### config.mk
export PLATFORM = sky130hd
export DESIGN_NAME = bids_round_sequencer
export DESIGN_NICKNAME = d
export VERILOG_FILES = /design/src/rtl/bids_round_sequencer_pkg.sv /design/src/rtl/bids_round_sequencer_wdog.sv /design/src/rtl/bids_round_sequencer.sv
export SDC_FILE = /design/constraint.sdc
export NUM_CORES = 1
export LEC_CHECK = 0
export CAP_MARGIN = 20
export CELL_PAD_IN_SITES_DETAIL_PLACEMENT = 1
export CELL_PAD_IN_SITES_GLOBAL_PLACEMENT = 1
export CORE_ASPECT_RATIO = 0.9
export CORE_MARGIN = 2
export CORE_UTILIZATION = 35
export CTS_BUF_LIST = sky130_fd_sc_hd__clkbuf_4
export DETAILED_ROUTE_END_ITERATION = 8
export PLACE_DENSITY = 0.68
export SLEW_MARGIN = 20
export SYNTH_ARGS = -nofsm -noshare
export SYNTH_HDL_FRONTEND = slang
export SYNTH_SLANG_ARGS = --single-unit
### constraint.sdc
create_clock -name clk -period 7.44 [get_ports clk]
set_clock_uncertainty 0.15 [all_clocks]
set_input_delay 0.744 -clock clk [delete_from_list [all_inputs] [get_ports clk]]
set_output_delay 0.744 -clock clk [all_outputs]
set_load 0.005 [all_outputs]
### src/rtl/bids_round_sequencer_pkg.sv
// Shared types and constants for the BIDS22 round sequencer: operation codes,
// sequencer states and status, host register addresses and the ready timeout.
package BIDS22pkg;

    typedef enum logic [3:0] {
        No_op        = 4'd0,
        Unlock_op    = 4'd1,
        Lock_op      = 4'd2,
        LoadX_op     = 4'd3,
        LoadY_op     = 4'd4,
        LoadZ_op     = 4'd5,
        SetTimer_op  = 4'd6,
        BidCharge_op = 4'd7
    } operation_t;

    typedef enum logic [2:0] {
        IDLE, ISSUE, WAIT_RDY, START, WAIT_OVER, CAPTURE, FAIL
    } seq_state_t;

    typedef enum logic [1:0] {
        OK, DUT_ERR, TIMEOUT, ABORTED
    } seq_status_t;

    localparam logic [2:0] ADDR_KEY    = 3'd0;
    localparam logic [2:0] ADDR_LOADX  = 3'd1;
    localparam logic [2:0] ADDR_LOADY  = 3'd2;
    localparam logic [2:0] ADDR_LOADZ  = 3'd3;
    localparam logic [2:0] ADDR_TIMER  = 3'd4;
    localparam logic [2:0] ADDR_CHARGE = 3'd5;

    localparam logic [2:0] LAST_STEP   = 3'd6;
    localparam int         RDY_TIMEOUT = 32;

    // Steps 0..5 line up with register addresses; step 6 re-locks with the key.
    function automatic operation_t stepOp(input logic [2:0] step);
        case (step)
            3'd0:    stepOp = Unlock_op;
            3'd1:    stepOp = LoadX_op;
            3'd2:    stepOp = LoadY_op;
            3'd3:    stepOp = LoadZ_op;
            3'd4:    stepOp = SetTimer_op;
            3'd5:    stepOp = BidCharge_op;
            3'd6:    stepOp = Lock_op;
            default: stepOp = No_op;
        endcase
    endfunction

endpackage

### src/rtl/bids_round_sequencer_wdog.sv
// Ready watchdog: counts consecutive enabled cycles and flags the last allowed one.
module bids_wdog #(
    parameter int RDY_TIMEOUT = 32
) (
    input  logic clk,
    input  logic reset,
    input  logic clear,
    input  logic enable,
    output logic expired
);

    localparam int CW = $clog2(RDY_TIMEOUT);

    logic [CW-1:0] r_count;

    always_ff @(posedge clk) begin
        if (reset || clear) begin
            r_count <= '0;
        end else if (enable) begin
            r_count <= r_count + 1'b1;
        end
    end

    // High during the final permitted cycle so the FSM leaves on the edge ending it.
    assign expired = enable && (r_count == CW'(RDY_TIMEOUT - 1));

endmodule

### src/rtl/bids_round_sequencer.sv
// Host-driven sequencer that programs BIDS22 through its seven-op setup table,
// runs one bidding round and reports the captured result or failure cause.
module bids_round_sequencer
    import BIDS22pkg::*;
(
    input  logic        clk,
    input  logic        reset,
    input  logic        h_wr,
    input  logic [2:0]  h_addr,
    input  logic [31:0] h_wdata,
    input  logic        h_go,
    input  logic        h_abort,
    output logic        h_busy,
    output logic        h_done,
    output seq_status_t h_status,
    output logic [2:0]  h_err,
    output logic [31:0] h_maxBid,
    output logic [2:0]  h_win,
    output operation_t  C_op,
    output logic [31:0] C_data,
    output logic        C_start,
    input  logic        ready,
    input  logic        roundOver,
    input  logic [2:0]  err,
    input  logic [31:0] maxBid,
    input  logic        X_win,
    input  logic        Y_win,
    input  logic        Z_win
);

    seq_state_t  r_state;
    seq_state_t  w_nextState;
    logic [2:0]  r_step;
    logic [31:0] r_cfg [0:5];
    seq_status_t r_status;
    logic [2:0]  r_err;
    logic [2:0]  r_win;
    logic [31:0] r_maxBid;
    logic        w_abort;
    logic        w_inWait;
    logic        w_wdogExpired;
    logic [2:0]  w_dataSel;

    assign w_abort   = h_abort && (r_state != IDLE);
    assign w_inWait  = (r_state == WAIT_RDY);
    assign w_dataSel = (r_step == LAST_STEP) ? ADDR_KEY : r_step;

    bids_wdog #(
        .RDY_TIMEOUT(RDY_TIMEOUT)
    ) u_wdog (
        .clk     (clk),
        .reset   (reset),
        .clear   (!w_inWait),
        .enable  (w_inWait),
        .expired (w_wdogExpired)
    );

    always_ff @(posedge clk) begin
        if (reset) begin
            r_state <= IDLE;
        end else begin
            r_state <= w_nextState;
        end
    end

    // Abort overrides every other event, and err outranks ready while waiting.
    always_comb begin
        w_nextState = r_state;
        case (r_state)
            IDLE:      if (h_go) w_nextState = ISSUE;
            ISSUE:     w_nextState = WAIT_RDY;
            WAIT_RDY: begin
                if (err != 3'd0)        w_nextState = FAIL;
                else if (ready)         w_nextState = (r_step == LAST_STEP) ? START : ISSUE;
                else if (w_wdogExpired) w_nextState = FAIL;
            end
            START:     w_nextState = WAIT_OVER;
            WAIT_OVER: if (roundOver) w_nextState = CAPTURE;
            CAPTURE:   w_nextState = IDLE;
            FAIL:      w_nextState = IDLE;
            default:   w_nextState = IDLE;
        endcase
        if (w_abort) w_nextState = FAIL;
    end

    always_ff @(posedge clk) begin
        if (reset) begin
            r_step <= 3'd0;
        end else if (r_state == IDLE && h_go) begin
            r_step <= 3'd0;
        end else if (r_state == WAIT_RDY && w_nextState == ISSUE) begin
            r_step <= r_step + 3'd1;
        end
    end

    always_ff @(posedge clk) begin
        if (reset) begin
            for (int i = 0; i < 6; i++) r_cfg[i] <= 32'd0;
        end else if (h_wr && r_state == IDLE && h_addr <= ADDR_CHARGE) begin
            r_cfg[h_addr] <= h_wdata;
        end
    end

    // Result registers load on the edge entering CAPTURE/FAIL so they are valid with h_done.
    always_ff @(posedge clk) begin
        if (reset) begin
            r_status <= OK;
            r_err    <= 3'd0;
            r_maxBid <= 32'd0;
            r_win    <= 3'd0;
        end else if (w_abort) begin
            r_status <= ABORTED;
        end else if (r_state == WAIT_RDY && w_nextState == FAIL) begin
            if (err != 3'd0) begin
                r_status <= DUT_ERR;
                r_err    <= err;
            end else begin
                r_status <= TIMEOUT;
            end
        end else if (w_nextState == CAPTURE) begin
            r_status <= OK;
            r_maxBid <= maxBid;
            r_win    <= {X_win, Y_win, Z_win};
        end
    end

    always_comb begin
        C_op   = No_op;
        C_data = 32'd0;
        if (r_state == ISSUE) begin
            C_op   = stepOp(r_step);
            C_data = r_cfg[w_dataSel];
        end
    end

    assign C_start  = (r_state == START) || (r_state == WAIT_OVER);
    assign h_busy   = (r_state != IDLE);
    assign h_done   = (r_state == CAPTURE) || (r_state == FAIL);
    assign h_status = r_status;
    assign h_err    = r_err;
    assign h_maxBid = r_maxBid;
    assign h_win    = r_win;

endmodule

==> results.toml, run 1 <==
[run_status]
status = "finished, final reports clean"

[synthesis]
synth_flop_cell = "edfxtp_1"
syn_avg_cell_area_um2 = 13.1
ys_async_sr_fraction_pct = 0
post_synth_num_cell_types = 55
synthCells = 1019
ys_warn_count = 0
ys_ff_latch = 307
synth-seq-area-share_pct = 65.0
yosys.area.top_type = "edfxtp_1"
syn_area_um2 = 13400
synth_top_area_share_pct = 57.4
synth_area_leaders = "edfxtp_1 (57%), dfxtp_1 (7.6%), mux4_2 (5.4%), nor2_1 (4.9%), mux2i_1 (4.9%)"
synth_edf_count = 256

[power]
internal_power_uw = 3240
p_leak_uw = 0.00606
sequentialPowerShare_pct = 46.2
powerDensity_nw_per_um2 = 273
switching_share_pct = 29.2
p_total_uw = 4570
power_switching_uw = 1340
ir_worst_vdd_mv = 0.179
comb_power_share_pct = 20.4
clkPwrFrac_pct = 33.4

[finish]
layout_commonest_cell = "edfxtp_1"
final_cell_mix = "edfxtp_1 (256), nor2_1 (174), clkdlybuf4s50_1 (156)"
stdcell_area_um2 = 16700
nets = 1354
area_delta_synth_final_pct = 25.0
drive_gt1_share_pct = 16.9

[timing]
worst_pin_slew_ns = 1.02
period_needed_ns = 5.23
fmax_mhz = 191
hold_viol_final = 0
setup_violations = 0
setup-tns-final_ns = 0
hold_ws_ns = 0.310
slew_headroom_pct = 32.2
fin_crit_sh_pct = 70.2
maxSlewViolCount = 0
rsz0062_at_grt = "false"

[hold_path]
worstHoldPathType = "flop to flop"

[detailed_routing]
drcViolationCount = 0
num_vias = 9044
drt-wirelength-per-cell_um = 20.1
wirelength_mm = 36.6
drtAntennaViolNets = 0
initialDrtViolationCount = 503
drtPass1Iterations = 5
avgViaCountPerCell = 4.98

[floorplanning]
num_rows = 67
die_area_um2 = 39800
io_pins = 159
die_width_um = 210
fp.coreArea_um2 = 37500
start_util_pct = 35.7
die_y_um = 190

[setup_path]
critical_path_class = "flop to output port"
critPathRequiredTime_ns = 6.55
worstPathArrival_ns = 4.33
startpoint_type = "flop"
end_kind = "output port"
cp_max_fo = 39

[global_routing]
overflow = 0
antenna_found_initial = 2
grt.total_usage_pct = 18.6
grt_pass1_vias = 9779
grt_start_max_net_pins = 73
grt_pass1_wl_mm = 56.2

[clock_tree]
cts_max_level = 3
numCtsBuffers = 85
ctsHoldBuffers = 0
postCtsSetupRepairBufs = 0
clock_tree.buffer_depth = 3
cts_tree = "built"
clock-root-buffer = "clkbuf_4"
clk_pin_slew_ns = 0.07
clkSinkCount = 307
clk_latency_ns = 0.73
cts-resized-gates = 0

[job]
max_cap_viol_count = 0

[placement]
portBuffers = 157
place.gp.congestion = 0.724
dpl-instance-area_um2 = 15700
dp_hpwl_mm = 21.1
[layout make-up]
cell class / instances / area [um2]
diodes: 1 / 2.50
clock inverters: 28 / 154
inverters: 36 / 135
clock buffers: 124 / 931
repair buffers: 176 / 1710
well taps: 483 / 604
multi-input cells: 662 / 4490
fillers: 3958 / 20700
flip-flops and latches: 307 / 8710
[cells by family after synthesis]
kind of cell    synth area share, %
flops                          65.0
buf+inv                        3.62
compound gates                 7.50
mux                            10.3
fa+ha+maj                     0.561
xor+xnor                      0.131
simple gates                   12.8
other cells                  0.0280
[flip-flops by register name (all words and copies together), names as in the netlist]
name	count
h_win	3
h_maxBid	32
r_step	3
h_status	2
r_state	3
r_cfg	256
u_wdog.r_count	5
h_err	3
[through the flow]
step                      utilization [%]  std cells  worst slack, ns
after floorplan                         -       1083             3.90
after global placement               41.8       1664             2.98
after detailed placement             41.8       1664             2.93
after CTS                            44.7       1816             2.09
after global routing                 44.7       1817             1.87
final                                44.7       1817             2.21
[Yosys cell counts, drive strengths merged, types with 2 or more instances]
library cell,count
a31oi,2
ha,6
a211oi,3
nand2,45
dfxtp,51
nand3b,35
clkbuf,51
inv,36
nor3b,4
or3b,3
a31o,2
a21oi,43
nor2,175
nand3,6
mux4,32
edfxtp,256
nand2b,8
buf,27
o22ai,34
and2,33
o21ai,38
o31ai,2
a22oi,33
mux2i,65
and3,2
nor2b,2
nor3,8
[power by group through the flow]
stage               logic, uW  clock network, uW  registers (uW)
global placement          928                  0            2140
floorplan                 570                  0            2120
finish                    933               1530            2110
global route             1020               1680            2130
detailed placement        946                  0            2150
CTS                       949               1590            2110
[worst max-delay path, cell delays in order (launching register included)]
cell and delay (ns):
dfxtp_4 0.46, inv_1 0.19, ha_1 0.32, nand2b_4 0.48
buf_4 0.62, mux4_2 0.58, a22oi_1 0.33, nor2_1 0.07
clkdlybuf4s50_1 0.48
[metal layers]
| layer | track usage, % | part of all wire [%] |
|---|---|---|
| met1 | 22.7 | 42 |
| met2 | 32.4 | 51 |
| met3 | 3.78 | 4.9 |
| met4 | 7.45 | 2.1 |
| met5 | 0 | 0.033 |
[final timing paths]
check,start,end,slack [ns],cells past startpoint
max,r_step[0]$_SDFFE_PP0P_,C_data[1],2.21,8
min,h_err[1]$_SDFFE_PP0P_,h_err[1]$_SDFFE_PP0P_,0.31,2
max reg2reg,r_state[2]$_SDFF_PP0_,r_cfg[1][29]$_SDFFCE_PN0P_,4.48,6
min reg2reg,h_err[1]$_SDFFE_PP0P_,h_err[1]$_SDFFE_PP0P_,0.31,2
Power figures use the tool's default switching activity.
==> run 2: changes to the inputs <==
- PLACE_DENSITY: 0.68 -> 0.7
- clock period: 7.44 -> 4.5 ns (I/O delays scaled with it)
==> results.toml, run 2 (synthesis results as in run 1) <==
[run_status]
status = "finished, final reports clean"

[power]
powerDensity_nw_per_um2 = 457
p_leak_uw = 0.00615
sequentialPowerShare_pct = 45.2
switching_share_pct = 28.6
comb_power_share_pct = 20.2
clkPwrFrac_pct = 34.6
ir_worst_vdd_mv = 0.235
internal_power_uw = 5520
power_switching_uw = 2210
p_total_uw = 7730

[detailed_routing]
num_vias = 9189
initialDrtViolationCount = 593
drt-wirelength-per-cell_um = 20.5
drcViolationCount = 0
drtAntennaViolNets = 0
wirelength_mm = 37.5
avgViaCountPerCell = 5.03
drtPass1Iterations = 5

[timing]
slew_headroom_pct = 28.4
fmax_mhz = 233
worst_pin_slew_ns = 1.07
setup_violations = 0
fin_crit_sh_pct = 95.5
hold_viol_final = 0
setup-tns-final_ns = 0
rsz0062_at_grt = "false"
period_needed_ns = 4.30
maxSlewViolCount = 0

[setup_path]
critical_path_class = "flop to output port"
worstPathArrival_ns = 3.70
startpoint_type = "flop"
cp_max_fo = 32
end_kind = "output port"
critPathRequiredTime_ns = 3.90

[finish]
stdcell_area_um2 = 16900
post-route-util_pct = 45.2
multi_input_area_um2 = 4500
nets = 1365
layout_commonest_cell = "edfxtp_1"
drive_gt1_share_pct = 17.4
seqCellArea_um2 = 8710
layout.cells.non_filler = 1828
area_delta_synth_final_pct = 26.3
final_cell_mix = "edfxtp_1 (256), nor2_1 (174), clkdlybuf4s50_1 (156)"
largest_reg_flops = 256
top_register = "r_cfg"
fillers = 3962

[floorplanning]
num_rows = 67
fp.coreArea_um2 = 37500
die_width_um = 210
start_util_pct = 35.7
die_area_um2 = 39800
die_y_um = 190
io_pins = 159

[placement]
dp_hpwl_mm = 22.0
place.gp.congestion = 0.723
portBuffers = 157
dp_cells = 1672
dpl-instance-area_um2 = 15700

[clock_tree]
clkSinkCount = 307
cts_max_level = 3
postCtsSetupRepairBufs = 0
clk_latency_ns = 0.77
clk_pin_slew_ns = 0.06
cts_tree = "built"
clock_tree.buffer_depth = 3
clock-root-buffer = "clkbuf_4"
numCtsBuffers = 87

[global_routing]
grt_pass1_vias = 9866
grt_start_max_net_pins = 73
antenna_found_initial = 1
overflow = 0
grt.total_usage_pct = 19.0
grt_pass1_wl_mm = 56.8

[hold_path]
worstHoldPathType = "input pin to flop"

[job]
max_cap_viol_count = 0
## run 2: cell types whose count changed in the layout (fill, tap and decap cells not counted), moves of 2 or more
cell       previous run  this run
bufinv_16             1         4
buf_12                0         3
clkbuf_4            124       122
clkinv_2              3         6
buf_4                19        22
nand2b_1              2         4
inv_6                 2         0
## run 2: path summary, 6_finish.rpt
check	slack (ns)	from	endpoint	cells past startpoint
worst min register to register	0.32	h_err[0]$_SDFFE_PP0P_	h_err[0]$_SDFFE_PP0P_	2
worst max register to register	1.49	r_state[2]$_SDFF_PP0_	r_cfg[1][28]$_SDFFCE_PN0P_	6
worst min-delay path	0.12	maxBid[24]	h_maxBid[24]$_SDFFE_PP0P_	3
worst max-delay path	0.20	r_step[0]$_SDFFE_PP0P_	C_data[0]	8
## run 2: cell type report
cell class,instances,share of cell area (%)
multi-input cells,663,26.6
clock buffers,122,5.41
well taps,483,3.57
diodes,1,0.0148
repair buffers,184,10.7
clock inverters,32,1.40
inverters,36,0.799
flip-flops and latches,307,51.5
## run 2: per-layer routing
layer  vias to the layer above  routed length [um]  track usage [%]
li1                       4244                   -                -
met1                      4669               15800             23.3
met2                       210               19200             33.2
met3                        66                1640             3.95
met4                         0                 838             6.52
met5                         -                   0                0
## run 2: timing repair
action                                  in CTS  in global routing
hold buffers                                 0                  0
endpoints found under the setup margin       0                 11
gates resized for setup                      0                  4
## run 2: through the flow
step / hold slack, ns / worst slack [ns]
3_3_place_gp: 0.300 / 0.942
4_1_cts: 0.0461 / 0.0251
3_5_place_dp: 0.306 / 0.903
2_1_floorplan: 0.282 / 1.17
5_1_grt: 0.0793 / 0.0104
6_report: 0.118 / 0.203
## run 2: worst max-delay path, stage by stage (launching register included)
cell,delay (ns)
dfxtp_4,0.34
inv_1,0.25
ha_2,0.37
nand2b_4,0.18
clkbuf_8,0.36
mux4_2,0.55
a22oi_1,0.33
nor2_1,0.07
clkdlybuf4s50_1,0.48
## run 2: power by group through the flow
stage          registers, uW  clock network (uW)  logic, uW
5_1_grt                 3520                2910       1720
4_1_cts                 3490                2760       1580
2_1_floorplan           3500                   0        942
6_report                3490                2680       1560
3_3_place_gp            3530                   0       1540
3_5_place_dp            3550                   0       1580
==> run 3: changes to the inputs <==
- GPL_TIMING_DRIVEN: default -> 0
- PLACE_DENSITY: 0.7 -> 0.68
- clock period: 4.5 -> 4.8 ns (I/O delays scaled with it)
==> results.toml, run 3 (synthesis results as in run 1) <==
[setup_path]
end_kind = "output port"
critical_path_class = "flop to output port"
cp_slowest_cell = "clkdlybuf4s50_1"
worstPathArrival_ns = 3.90
max_stage_delay_ns = 0.47
critPathRequiredTime_ns = 4.17
cp_max_fo = 10
crit_chain = "clkbuf_1, inv_1, ha_1, a21oi_1, buf_2, mux4_2, a22oi_1, nor2_1, clkdlybuf4s50_1"
ff2ff_setup_slack_ns = 1.83
startpoint_type = "flop"

[detailed_routing]
drtPass1Iterations = 5
wirelength_mm = 39.4
drt-wirelength-per-cell_um = 20.9
drcViolationCount = 0
drtAntennaViolNets = 0
initialDrtViolationCount = 639
avgViaCountPerCell = 5.06
num_vias = 9548

[clock_tree]
clock_tree.buffer_depth = 3
clock-root-buffer = "clkbuf_4"
postCtsSetupRepairBufs = 0
cts_tree = "built"
clk_latency_ns = 0.74
clk_pin_slew_ns = 0.07
clkSinkCount = 307
cts_max_level = 3
numCtsBuffers = 87

[placement]
place.gp.congestion = 0.772
dp_hpwl_mm = 26.0
dp_cells = 1726
portBuffers = 156

[power]
ir_worst_vdd_mv = 0.151
powerDensity_nw_per_um2 = 435
p_leak_uw = 0.00625

[finish]
drive_gt1_share_pct = 16.9
top_register = "r_cfg"
layout.cells.non_filler = 1887
area_delta_synth_final_pct = 28.1
layout_commonest_cell = "edfxtp_1"
nets = 1418
final_cell_mix = "edfxtp_1 (256), nor2_1 (174), clkdlybuf4s50_1 (156)"
largest_reg_flops = 256

[global_routing]
grt.total_usage_pct = 20.0
overflow = 0
grt_pass1_vias = 10300
grt_start_max_net_pins = 33
grt_pass1_wl_mm = 59.7
antenna_found_initial = 1

[run_status]
status = "finished, final reports clean"

[job]
max_cap_viol_count = 0

[timing]
hold_ws_ns = 0.150
maxSlewViolCount = 0
fmax_mhz = 221
setup_violations = 0
hold_viol_final = 0
period_needed_ns = 4.53
worst_pin_slew_ns = 1.11
rsz0062_at_grt = "false"
slew_headroom_pct = 25.8
fin_crit_sh_pct = 94.3

[floorplanning]
fp.coreArea_um2 = 37500
num_rows = 67
start_util_pct = 35.7
io_pins = 159
die_width_um = 210
die_area_um2 = 39800
die_y_um = 190

[hold_path]
worstHoldPathType = "input pin to flop"
-- run 3: cell types whose count changed in the layout (fill, tap and decap cells not counted), moves of 2 or more --
cell and delta:
dfxtp_1 +2, buf_2 +10, buf_12 -2, buf_4 -20, clkbuf_2 +4, clkinv_2 -5
buf_16 +3, buf_1 +10, clkbuf_1 +45, buf_8 +2, clkbuf_4 +16, clkinv_1 -3
-- run 3: layer usage --
metal  wire length (um)  vias to the layer above  track usage, %
li1                   -                     4362               -
met1              16600                     4795            25.2
met2              19600                      312            34.0
met3               2220                       79            4.36
met4               1040                        0            7.34
met5                  0                        -               0
-- run 3: layout make-up --
| cell class | instances | area [um2] |
|---|---|---|
| clock inverters | 24 | 184 |
| flip-flops and latches | 307 | 8710 |
| diodes | 1 | 2.50 |
| fillers | 3934 | 20300 |
| clock buffers | 136 | 1020 |
| multi-input cells | 662 | 4480 |
| well taps | 483 | 604 |
| repair buffers | 160 | 1660 |
| inverters | 36 | 135 |
| plain buffers | 78 | 364 |
-- run 3: worst paths after layout --
check | cells after the start | start | to
worst max-delay path | 9 | r_step[0]$_SDFFE_PP0P_ | C_data[26]
worst min register to register | 2 | h_err[0]$_SDFFE_PP0P_ | h_err[0]$_SDFFE_PP0P_
worst max register to register | 7 | r_state[1]$_SDFF_PP0_ | r_cfg[4][29]$_SDFFCE_PN0P_
worst min-delay path | 3 | maxBid[11] | h_maxBid[11]$_SDFFE_PP0P_
-- run 3: metrics by stage --
stage | setup TNS (ns) | instance area (um2) | worst slack (ns) | total power (uW) | utilization [%]
after global routing | 0 | 17200 | 0.000453 | 7840 | 45.8
after detailed placement | 0 | 15900 | 0.760 | 4930 | 42.5
after global placement | -23.94 | 15800 | -0.751 | 4860 | 42.2
after CTS | 0 | 17100 | 0.0709 | 7550 | 45.8
after floorplan | 0 | 13600 | 1.47 | 4170 | -
final | 0 | 17200 | 0.274 | 7460 | 45.8
-- run 3: report_power, final --
group	leakage, uW	internal (uW)	total (uW)	switching (uW)
clock	0.000710	1450	2600	1150
sequential	0.00306	3160	3250	88.9
combinational	0.00248	674	1610	939
total	0.00625	5280	7460	2180
-- run 3: timing repair --
item | CTS | global route
gates cloned | 0 | 0
endpoints found under the setup margin | 14 | 18
resized for setup | 6 | 6
hold buffers | 0 | 0
hold endpoints to repair | 0 | 0
-- run 3: critical path: cells and delay by family (launching register included) --
family	cells	cell delay (ns)
adders and majority gates	1	0.25
and+or+nand+nor	1	0.08
AOI/OAI and AO/OA	2	0.75
DFF	1	0.38
buffers and inverters	4	1.31
muxes	1	0.36
